[config.mk]
export PLATFORM = sky130hd
export DESIGN_NAME = vga_scan
export DESIGN_NICKNAME = d
export VERILOG_FILES = /design/src/rtl/vga_scan_pkg.sv /design/src/rtl/vga_scan_counter.sv /design/src/rtl/vga_scan.sv
export SDC_FILE = /design/constraint.sdc
export NUM_CORES = 1
export LEC_CHECK = 0
export BUFFER_PORTS_ARGS = -buffer_cell sky130_fd_sc_hd__buf_2
export CAP_MARGIN = 20
export CORE_MARGIN = 2
export CORE_UTILIZATION = 47
export CTS_CLUSTER_DIAMETER = 120
export CTS_CLUSTER_SIZE = 40
export DETAILED_ROUTE_END_ITERATION = 10
export PLACE_DENSITY = 0.78
export SYNTH_ARGS = -nofsm -noshare
export SYNTH_HDL_FRONTEND = slang
export SYNTH_SLANG_ARGS = --single-unit
[constraint.sdc]
create_clock -name clock -period 2 [get_ports clock]
set_input_delay 0.1 -clock clock [delete_from_list [all_inputs] [get_ports clock]]
set_output_delay 0.1 -clock clock [all_outputs]
set_load 0.02 [all_outputs]
[src/rtl/vga_scan_pkg.sv]
`default_nettype none
// ============================================================================
//  vga_scan_pkg
//  Shared 640x480@60 raster timing defaults and types for the VGA scan path.
//  Revision: 1.0
// ============================================================================
package vga_scan_pkg;

    localparam int c_coord_w       = 10;
    localparam int c_chan_w        = 10;

    localparam int c_def_clk_div   = 2;
    localparam int c_def_h_active  = 640;
    localparam int c_def_h_fp      = 16;
    localparam int c_def_h_sync    = 96;
    localparam int c_def_h_bp      = 48;
    localparam int c_def_v_active  = 480;
    localparam int c_def_v_fp      = 10;
    localparam int c_def_v_sync    = 2;
    localparam int c_def_v_bp      = 33;

    typedef struct packed {
        logic [c_chan_w-1:0] r;
        logic [c_chan_w-1:0] g;
        logic [c_chan_w-1:0] b;
    } rgb_t;

    function automatic int scan_total(input int active, input int fp,
                                      input int sync, input int bp);
        return active + fp + sync + bp;
    endfunction

    localparam int c_def_h_total = scan_total(c_def_h_active, c_def_h_fp,
                                              c_def_h_sync, c_def_h_bp);
    localparam int c_def_v_total = scan_total(c_def_v_active, c_def_v_fp,
                                              c_def_v_sync, c_def_v_bp);

endpackage
`default_nettype wire

[src/rtl/vga_scan_counter.sv]
`default_nettype none
// ============================================================================
//  scan_counter
//  Enabled wrap counter 0..MAX with synchronous reset and terminal-count flag.
//  Revision: 1.0
// ============================================================================
module scan_counter
    import vga_scan_pkg::*;
#(
    parameter int WIDTH = c_coord_w,
    parameter int MAX   = c_def_h_total - 1
) (
    input  logic             clk,
    input  logic             rst,
    input  logic             i_en,
    output logic [WIDTH-1:0] o_count,
    output logic             o_wrap
);

    localparam logic [WIDTH-1:0] c_max = WIDTH'(MAX);

    logic [WIDTH-1:0] r_count;

    always_ff @(posedge clk) begin
        if (rst) begin
            r_count <= '0;
        end else if (i_en) begin
            r_count <= (r_count == c_max) ? '0 : r_count + 1'b1;
        end
    end

    assign o_count = r_count;
    assign o_wrap  = (r_count == c_max);

endmodule
`default_nettype wire

[src/rtl/vga_scan.sv]
`default_nettype none
// ============================================================================
//  vga_scan
//  VGA raster timing generator and registered DAC output stage.
//  Optional macro VGA_BORDER_EN forces a full-white frame around the active area.
//  Revision: 1.0
// ============================================================================
module vga_scan
    import vga_scan_pkg::*;
#(
    parameter int CLK_DIV  = c_def_clk_div,
    parameter int H_ACTIVE = c_def_h_active,
    parameter int H_FP     = c_def_h_fp,
    parameter int H_SYNC   = c_def_h_sync,
    parameter int H_BP     = c_def_h_bp,
    parameter int V_ACTIVE = c_def_v_active,
    parameter int V_FP     = c_def_v_fp,
    parameter int V_SYNC   = c_def_v_sync,
    parameter int V_BP     = c_def_v_bp
) (
    input  logic                 clock,
    input  logic                 reset,
    output logic [c_coord_w-1:0] x,
    output logic [c_coord_w-1:0] y,
    input  logic [c_chan_w-1:0]  r,
    input  logic [c_chan_w-1:0]  g,
    input  logic [c_chan_w-1:0]  b,
    output logic [c_chan_w-1:0]  vga_r,
    output logic [c_chan_w-1:0]  vga_g,
    output logic [c_chan_w-1:0]  vga_b,
    output logic                 vga_hs_n,
    output logic                 vga_vs_n,
    output logic                 vga_blank_n,
    output logic                 vga_clk,
    output logic                 frame_start
);

    localparam int c_h_total = scan_total(H_ACTIVE, H_FP, H_SYNC, H_BP);
    localparam int c_v_total = scan_total(V_ACTIVE, V_FP, V_SYNC, V_BP);
    localparam int c_div_w   = $clog2(CLK_DIV);

    localparam logic [c_div_w-1:0]   c_div_last = c_div_w'(CLK_DIV - 1);
    localparam logic [c_div_w-1:0]   c_div_half = c_div_w'(CLK_DIV / 2);
    localparam logic [c_coord_w-1:0] c_h_act    = c_coord_w'(H_ACTIVE);
    localparam logic [c_coord_w-1:0] c_hs_beg   = c_coord_w'(H_ACTIVE + H_FP);
    localparam logic [c_coord_w-1:0] c_hs_end   = c_coord_w'(H_ACTIVE + H_FP + H_SYNC);
    localparam logic [c_coord_w-1:0] c_v_act    = c_coord_w'(V_ACTIVE);
    localparam logic [c_coord_w-1:0] c_vs_beg   = c_coord_w'(V_ACTIVE + V_FP);
    localparam logic [c_coord_w-1:0] c_vs_end   = c_coord_w'(V_ACTIVE + V_FP + V_SYNC);

    logic [c_div_w-1:0]   r_div;
    logic                 r_vga_clk;
    logic                 r_hs_n;
    logic                 r_vs_n;
    logic                 r_blank_n;
    logic                 r_frame_start;
    rgb_t                 r_rgb;

    logic                 w_tick;
    logic                 w_h_wrap;
    logic                 w_v_wrap;
    logic                 w_active;
    logic [c_coord_w-1:0] w_hc;
    logic [c_coord_w-1:0] w_vc;
    rgb_t                 w_rgb;

    assign w_tick = (r_div == c_div_last);

    scan_counter #(
        .WIDTH (c_coord_w),
        .MAX   (c_h_total - 1)
    ) u_hc (
        .clk     (clock),
        .rst     (reset),
        .i_en    (w_tick),
        .o_count (w_hc),
        .o_wrap  (w_h_wrap)
    );

    scan_counter #(
        .WIDTH (c_coord_w),
        .MAX   (c_v_total - 1)
    ) u_vc (
        .clk     (clock),
        .rst     (reset),
        .i_en    (w_tick & w_h_wrap),
        .o_count (w_vc),
        .o_wrap  (w_v_wrap)
    );

    assign w_active = (w_hc < c_h_act) && (w_vc < c_v_act);

`ifdef VGA_BORDER_EN
    localparam logic [c_coord_w-1:0] c_h_last = c_coord_w'(H_ACTIVE - 1);
    localparam logic [c_coord_w-1:0] c_v_last = c_coord_w'(V_ACTIVE - 1);
    logic w_border;
    // Only reached through w_active, so porch pixels on row/column 0 stay black.
    assign w_border = (w_hc == '0) || (w_hc == c_h_last) ||
                      (w_vc == '0) || (w_vc == c_v_last);
    assign w_rgb    = w_border ? '1 : rgb_t'({r, g, b});
`else
    assign w_rgb    = rgb_t'({r, g, b});
`endif

    always_ff @(posedge clock) begin
        if (reset) begin
            r_div         <= '0;
            r_vga_clk     <= 1'b0;
            r_rgb         <= '0;
            r_hs_n        <= 1'b1;
            r_vs_n        <= 1'b1;
            r_blank_n     <= 1'b0;
            r_frame_start <= 1'b0;
        end else begin
            r_div         <= w_tick ? '0 : r_div + 1'b1;
            r_vga_clk     <= (r_div >= c_div_half);
            // Fires in the clock where the counters land on (0,0).
            r_frame_start <= w_tick & w_h_wrap & w_v_wrap;
            if (w_tick) begin
                r_rgb     <= w_active ? w_rgb : '0;
                r_hs_n    <= !((w_hc >= c_hs_beg) && (w_hc < c_hs_end));
                r_vs_n    <= !((w_vc >= c_vs_beg) && (w_vc < c_vs_end));
                r_blank_n <= w_active;
            end
        end
    end

    assign x           = w_hc;
    assign y           = w_vc;
    assign vga_r       = r_rgb.r;
    assign vga_g       = r_rgb.g;
    assign vga_b       = r_rgb.b;
    assign vga_hs_n    = r_hs_n;
    assign vga_vs_n    = r_vs_n;
    assign vga_blank_n = r_blank_n;
    assign vga_clk     = r_vga_clk;
    assign frame_start = r_frame_start;

endmodule
`default_nettype wire
; After elaboration in Yosys (flattened, before gate mapping)
; Cells that the tools add are included.
[totals]
reg_bits = 56
input_bits = 32
out_inout_bits = 55
elab_cells = 34
[op_classes]
n_addsub = 3
magnitude_cmp = 7
n_eq_ne = 2
n_mux = 3
bitwise = 2
n_reduce_logical = 6
[op_table]
columns = operator, count
row1 = $mux W30, 1
row2 = $add A10 B1 Y10 const B, 2
row3 = $eq A10 B10 Y1 const B, 2
row4 = $lt A10 B10 Y1 const B, 2
row5 = $lt A10 B9 Y1 const B, 2
row6 = $mux W10, 2
row7 = $ge A10 B10 Y1 const B, 1
row8 = $ge A10 B9 Y1 const B, 1
row9 = $logic_and A1 B1 Y1, 3
row10 = $and A1 B1 Y1, 2
row11 = $logic_not A1 Y1, 2
row12 = $reduce_or A2 Y1, 1
row13 = $add A1 B1 Y1 const B, 1
row14 = $ge A1 B1 Y1 const B, 1

; Longest topological paths before layout
[logic_depth]
word_depth = 3
ltp_mapped = 6

; Hierarchy
; From an unflattened synthesis, not the netlist that was laid out.
[hier_totals]
cells_unflattened = 196
hier_area_um2 = 2164.6
[by_module_without_submodules]
columns = mod, instances, cells_per_inst, area_per_inst_um2, seq_area_each_um2
row1 = vga_scan, 1, 89, 1191.1, 720.7
row2 = scan_counter (u_vc), 1, 56, 509.2, 200.2
row3 = scan_counter (u_hc), 1, 51, 464.2, 200.2

; Worst setup path after synthesis
; Ideal clock, no wire load.
[synth_timing]
kind = register to register
from = register u_hc.r_count[4], in the netlist u_hc.o_count[4]
to = register u_vc.r_count[8], in the netlist u_vc.o_count[8]
arrival_time_ns = 1.697
required_ns = 1.868
path_slack_ns = 0.171
stages_incl_launch_ff = 6
n_path_buf = 1
period_less_slack_ns = 1.829
path_cell_list = dfxtp_1 clkbuf_2 or4b_4 nor4_4 and4_1 nor4_2
[synth_via]
elab_chain_len = 2
[synth_lines]
columns = element, line
row1 = start: declaration, vga_scan_counter.sv:22  ; logic [WIDTH-1:0] r_count;
row2 = start signal: assignment, vga_scan_counter.sv:28  ; r_count <= (r_count == c_max) ? '0 : r_count + 1'b1;
row3 = $eq A10 B10 Y1, vga_scan_counter.sv:33  ; assign o_wrap = (r_count == c_max);
row4 = $and A1 B1 Y1, vga_scan.sv:86  ; .i_en (w_tick & w_h_wrap),
row5 = end signal: assignment, vga_scan_counter.sv:28
row6 = end: declaration, vga_scan_counter.sv:22
; Every way passes these cells.
; A chain may end at the register's enable or synchronous reset.

; Worst setup path in the final report
[layout_timing]
from = register u_hc.r_count[0], in the netlist u_hc.o_count[0]
to = register u_hc.r_count[5], in the netlist u_hc.o_count[5]
[layout_via]
elab_chain_len = 2
word_cells_on_any_way = 3
cone_classes = add/sub: 1 / eq/ne: 1 / mux: 1
[layout_lines]
columns = element, line
row1 = $add A10 B1 Y10 / $eq A10 B10 Y1 (equally long branches), vga_scan_counter.sv:28
row2 = $mux W10 *, vga_scan_counter.sv:28
; Mark *: on every way between the ends. The rest lies on a longest branch, timed or not.

==> summary.md <==
| Metric | Value |
|---|---|
| Outcome | finished, final reports clean |
| Clock latency reported for the late side of the worst-skew pair | 0.30 ns |
| Fillers | 344 |
| RSZ-0062 raised after global routing | false |
| Clk buf depth | 2 |
| Routed WL | 5200 um |
| Worst-path clk slew | 0.10 ns |
| Max Clk Rate | 547 MHz |
| Yosys top cell by area | dfxtp_1 |
| Clock Skew | 0.0108 ns |
| Via count of the first global-routing pass | 1852 |
| DP Worst Slack | 0.188 ns |
| Largest net degree at the start of global routing | 33 |
| Placed wire-length estimate | 3430 um |
| Critical Path Start Type | flip-flop |
| Final Setup Violations | 0 |
| Final net count | 351 |
| CP Max Fanout | 6 |
| WL met2 | 2640 um |
| Via count | 1964 |
| #FFs+latches synth | 56 |
| Starting DRT DRC Count | 153 |
| Total CTS buffers | 5 |
| Distinct cells, synth | 34 |
| Grt total ovfl | 0 |
| Final WS setup | 0.171 ns |
| Fraction of registers with async set/reset | 0% |
| Max IR drop VDD | 0.486 mV |
| Mapped Cells | 212 |
| Post-route ant nets | 0 |
| RD Place Congestion | 0.849 |
| Post-synth top cells | dfxtp_1 (56), a22o_1 (30), nor2_1 (22) |
| Max_cap viols | 0 |
| Period utilization | 91.4% |
| Post-synth EDFFs | 0 |
| Pre-antenna DRT Iters | 4 |
| Pwr dens | 696 nW/um2 |
| Ys flop type | dfxtp_1 |
| CP arrival | 2.02 ns |
| Via/cell ratio | 5.34 |
| Post-Syn Area per Cell | 10.2 um2 |
| Initial antenna violation count | 0 |
| DRC errors left | 0 |
| H-tree depth | 2 |
| Port bufs | 86 |
| Worst relative slew slack | 65.5% |
| CTS Root Cell | clkbuf_8 |
| Ant diodes | 0 |
| Worst hold path type | primary input to flip-flop |
| First-pass GRT wire length | 8380 um |
| Mapped cell area | 2160 um2 |
| Crit path kind | flip-flop to flip-flop |
| Placed Instances | 340 |
| CP endpoint kind | flip-flop |
| Total chip power | 2.03 mW |
| Tmin final | 1.83 ns |
| P_leak | 1.34 nW |
| Syn nets | 248 |
| Final Hold Viols | 0 |
| CP required | 2.19 ns |
| CTS sink cnt | 56 |
| Wl on met1 | 2240 um |
| CTS tree | yes |
| Core area | 4380 um2 |
| Final Max Slew Viols | 0 |
| Warnings from Yosys | 0 |
| Starting Density | 49.2% |
| Die W | 71.8 um |
| Die extent in y | 71.8 um |
| Layout area overhead | 35.4% |
| Met3 wire len | 230 um |
| Most common cell in the netlist | dfxtp_1 |
| Register area share after synthesis | 51.9% |
| Synth area leaders | dfxtp_1 (52%), a22o_1 (12%), nor2_1 (3.8%) |
| Layout cells sized above 1 | 33.2% |
| GR Util All Layers | 20.3% |
| Worst-Margin Slew | 0.517 ns |
| Rows | 24 |
| WL per Instance | 14.1 um |
| Die area | 5150 um2 |
| Share of the synthesized area in the top cell type | 51.9% |
| Top Metal Used | met4 |
| IO Pins | 87 |
| Number of cells in the finished layout apart from fillers | 368 |
| Setup TNS | 0 ns |
==> logic make-up (layout without fill, tap and decap cells) <==
kind of cell	Yosys count	count (layout)	share of synthesized area, %
muxes	1	1	0.464
buffers and inverters	20	124	4.00
AOI/OAI and AO/OA	44	44	16.0
xor gates and xnor gates	13	13	5.28
adders and majority gates	4	4	2.32
and+or+nand+nor	74	74	20.0
DFF	56	56	51.9
==> power by group <==
group	switching (mW)	total [mW]	internal, mW
sequential	0.0292	1.19	1.16
combinational	0.126	0.237	0.111
clock	0.359	0.608	0.249
total	0.514	2.03	1.52
==> cells in the final DEF, fill, tap and decap left out, drive strengths merged <==
cell type,instances
a21oi,7
nor4,4
nand4,10
o21ai,3
or3,3
or4,1
a22o,30
nor4b,1
nand2b,4
nand2,6
mux2i,1
nor3,8
or2,1
clkinv,1
dlygate4sd3,20
a31oi,1
a21o,1
and3,1
dfxtp,56
clkinvlp,1
buf,89
xnor2,9
xor2,4
nand3,6
a211oi,1
or4b,1
ha,4
clkbuf,5
nand4bb,1
o21bai,1
inv,8
nor2,22
and4,5
==> metrics by stage <==
step / hold slack (ns) / cell area [um2] / util [%]
4_1_cts: 0.00115 / 2910 / 66.5
3_3_place_gp: 0.309 / 2620 / 59.8
6_report: 0.00638 / 2920 / 66.6
5_1_grt: -0.00101 / 2920 / 66.6
3_5_place_dp: 0.313 / 2620 / 59.8
2_1_floorplan: 0.226 / 2160 / -
==> layout make-up <==
type | instances | area (um2) | area share, %
clock buffers | 5 | 68.8 | 2.36
clock inverters | 3 | 21.3 | 0.728
inverters | 7 | 26.3 | 0.899
multi-input cells | 136 | 966 | 33.1
flip-flops and latches | 56 | 1120 | 38.4
well taps | 52 | 65.1 | 2.23
repair buffers | 109 | 653 | 22.4
==> worst paths after layout <==
kind                                       from              end  slack (ns)  cells after the start
worst max-delay path            u_hc.o_count[0]  u_hc.o_count[5]        0.17                      5
worst max register to register  u_hc.o_count[0]  u_hc.o_count[5]        0.17                      5
worst min-delay path                       g[4]         vga_g[4]       0.006                      2
worst min register to register      vga_blank_n      vga_blank_n        0.48                      1
==> sequential cells by signal, summed over array words and instances, names as in the netlist <==
name and flops:
u_hc.o_count 10, u_vc.o_count 10, vga_b 10, vga_g 10, vga_r 10, frame_start 1
r_div 1, vga_blank_n 1, vga_clk 1, vga_hs_n 1, vga_vs_n 1
==> worst max-delay path, stage by stage (launching register included) <==
cell and delay [ns]:
dfxtp_1 0.41, ha_1 0.24, and4_1 0.28, nand4_1 0.35, nand2b_1 0.35, nor2_1 0.08
==> repair_timing <==
| action | in CTS | in global routing |
|---|---|---|
| setup buffers | 0 | 0 |
| endpoints found under the setup margin | 0 | 7 |
| hold buffers | 20 | 0 |
| endpoints found under the hold margin | 20 | 0 |
| gates resized for setup | 0 | 1 |
==> routing by layer <==
metal	vias to the layer above	GRT usage (%)
met3	12	3.80
met5	-	0
met2	65	34.7
met1	917	25.4
li1	970	-
met4	0	8.18
(Power assumes the default switching activity.)
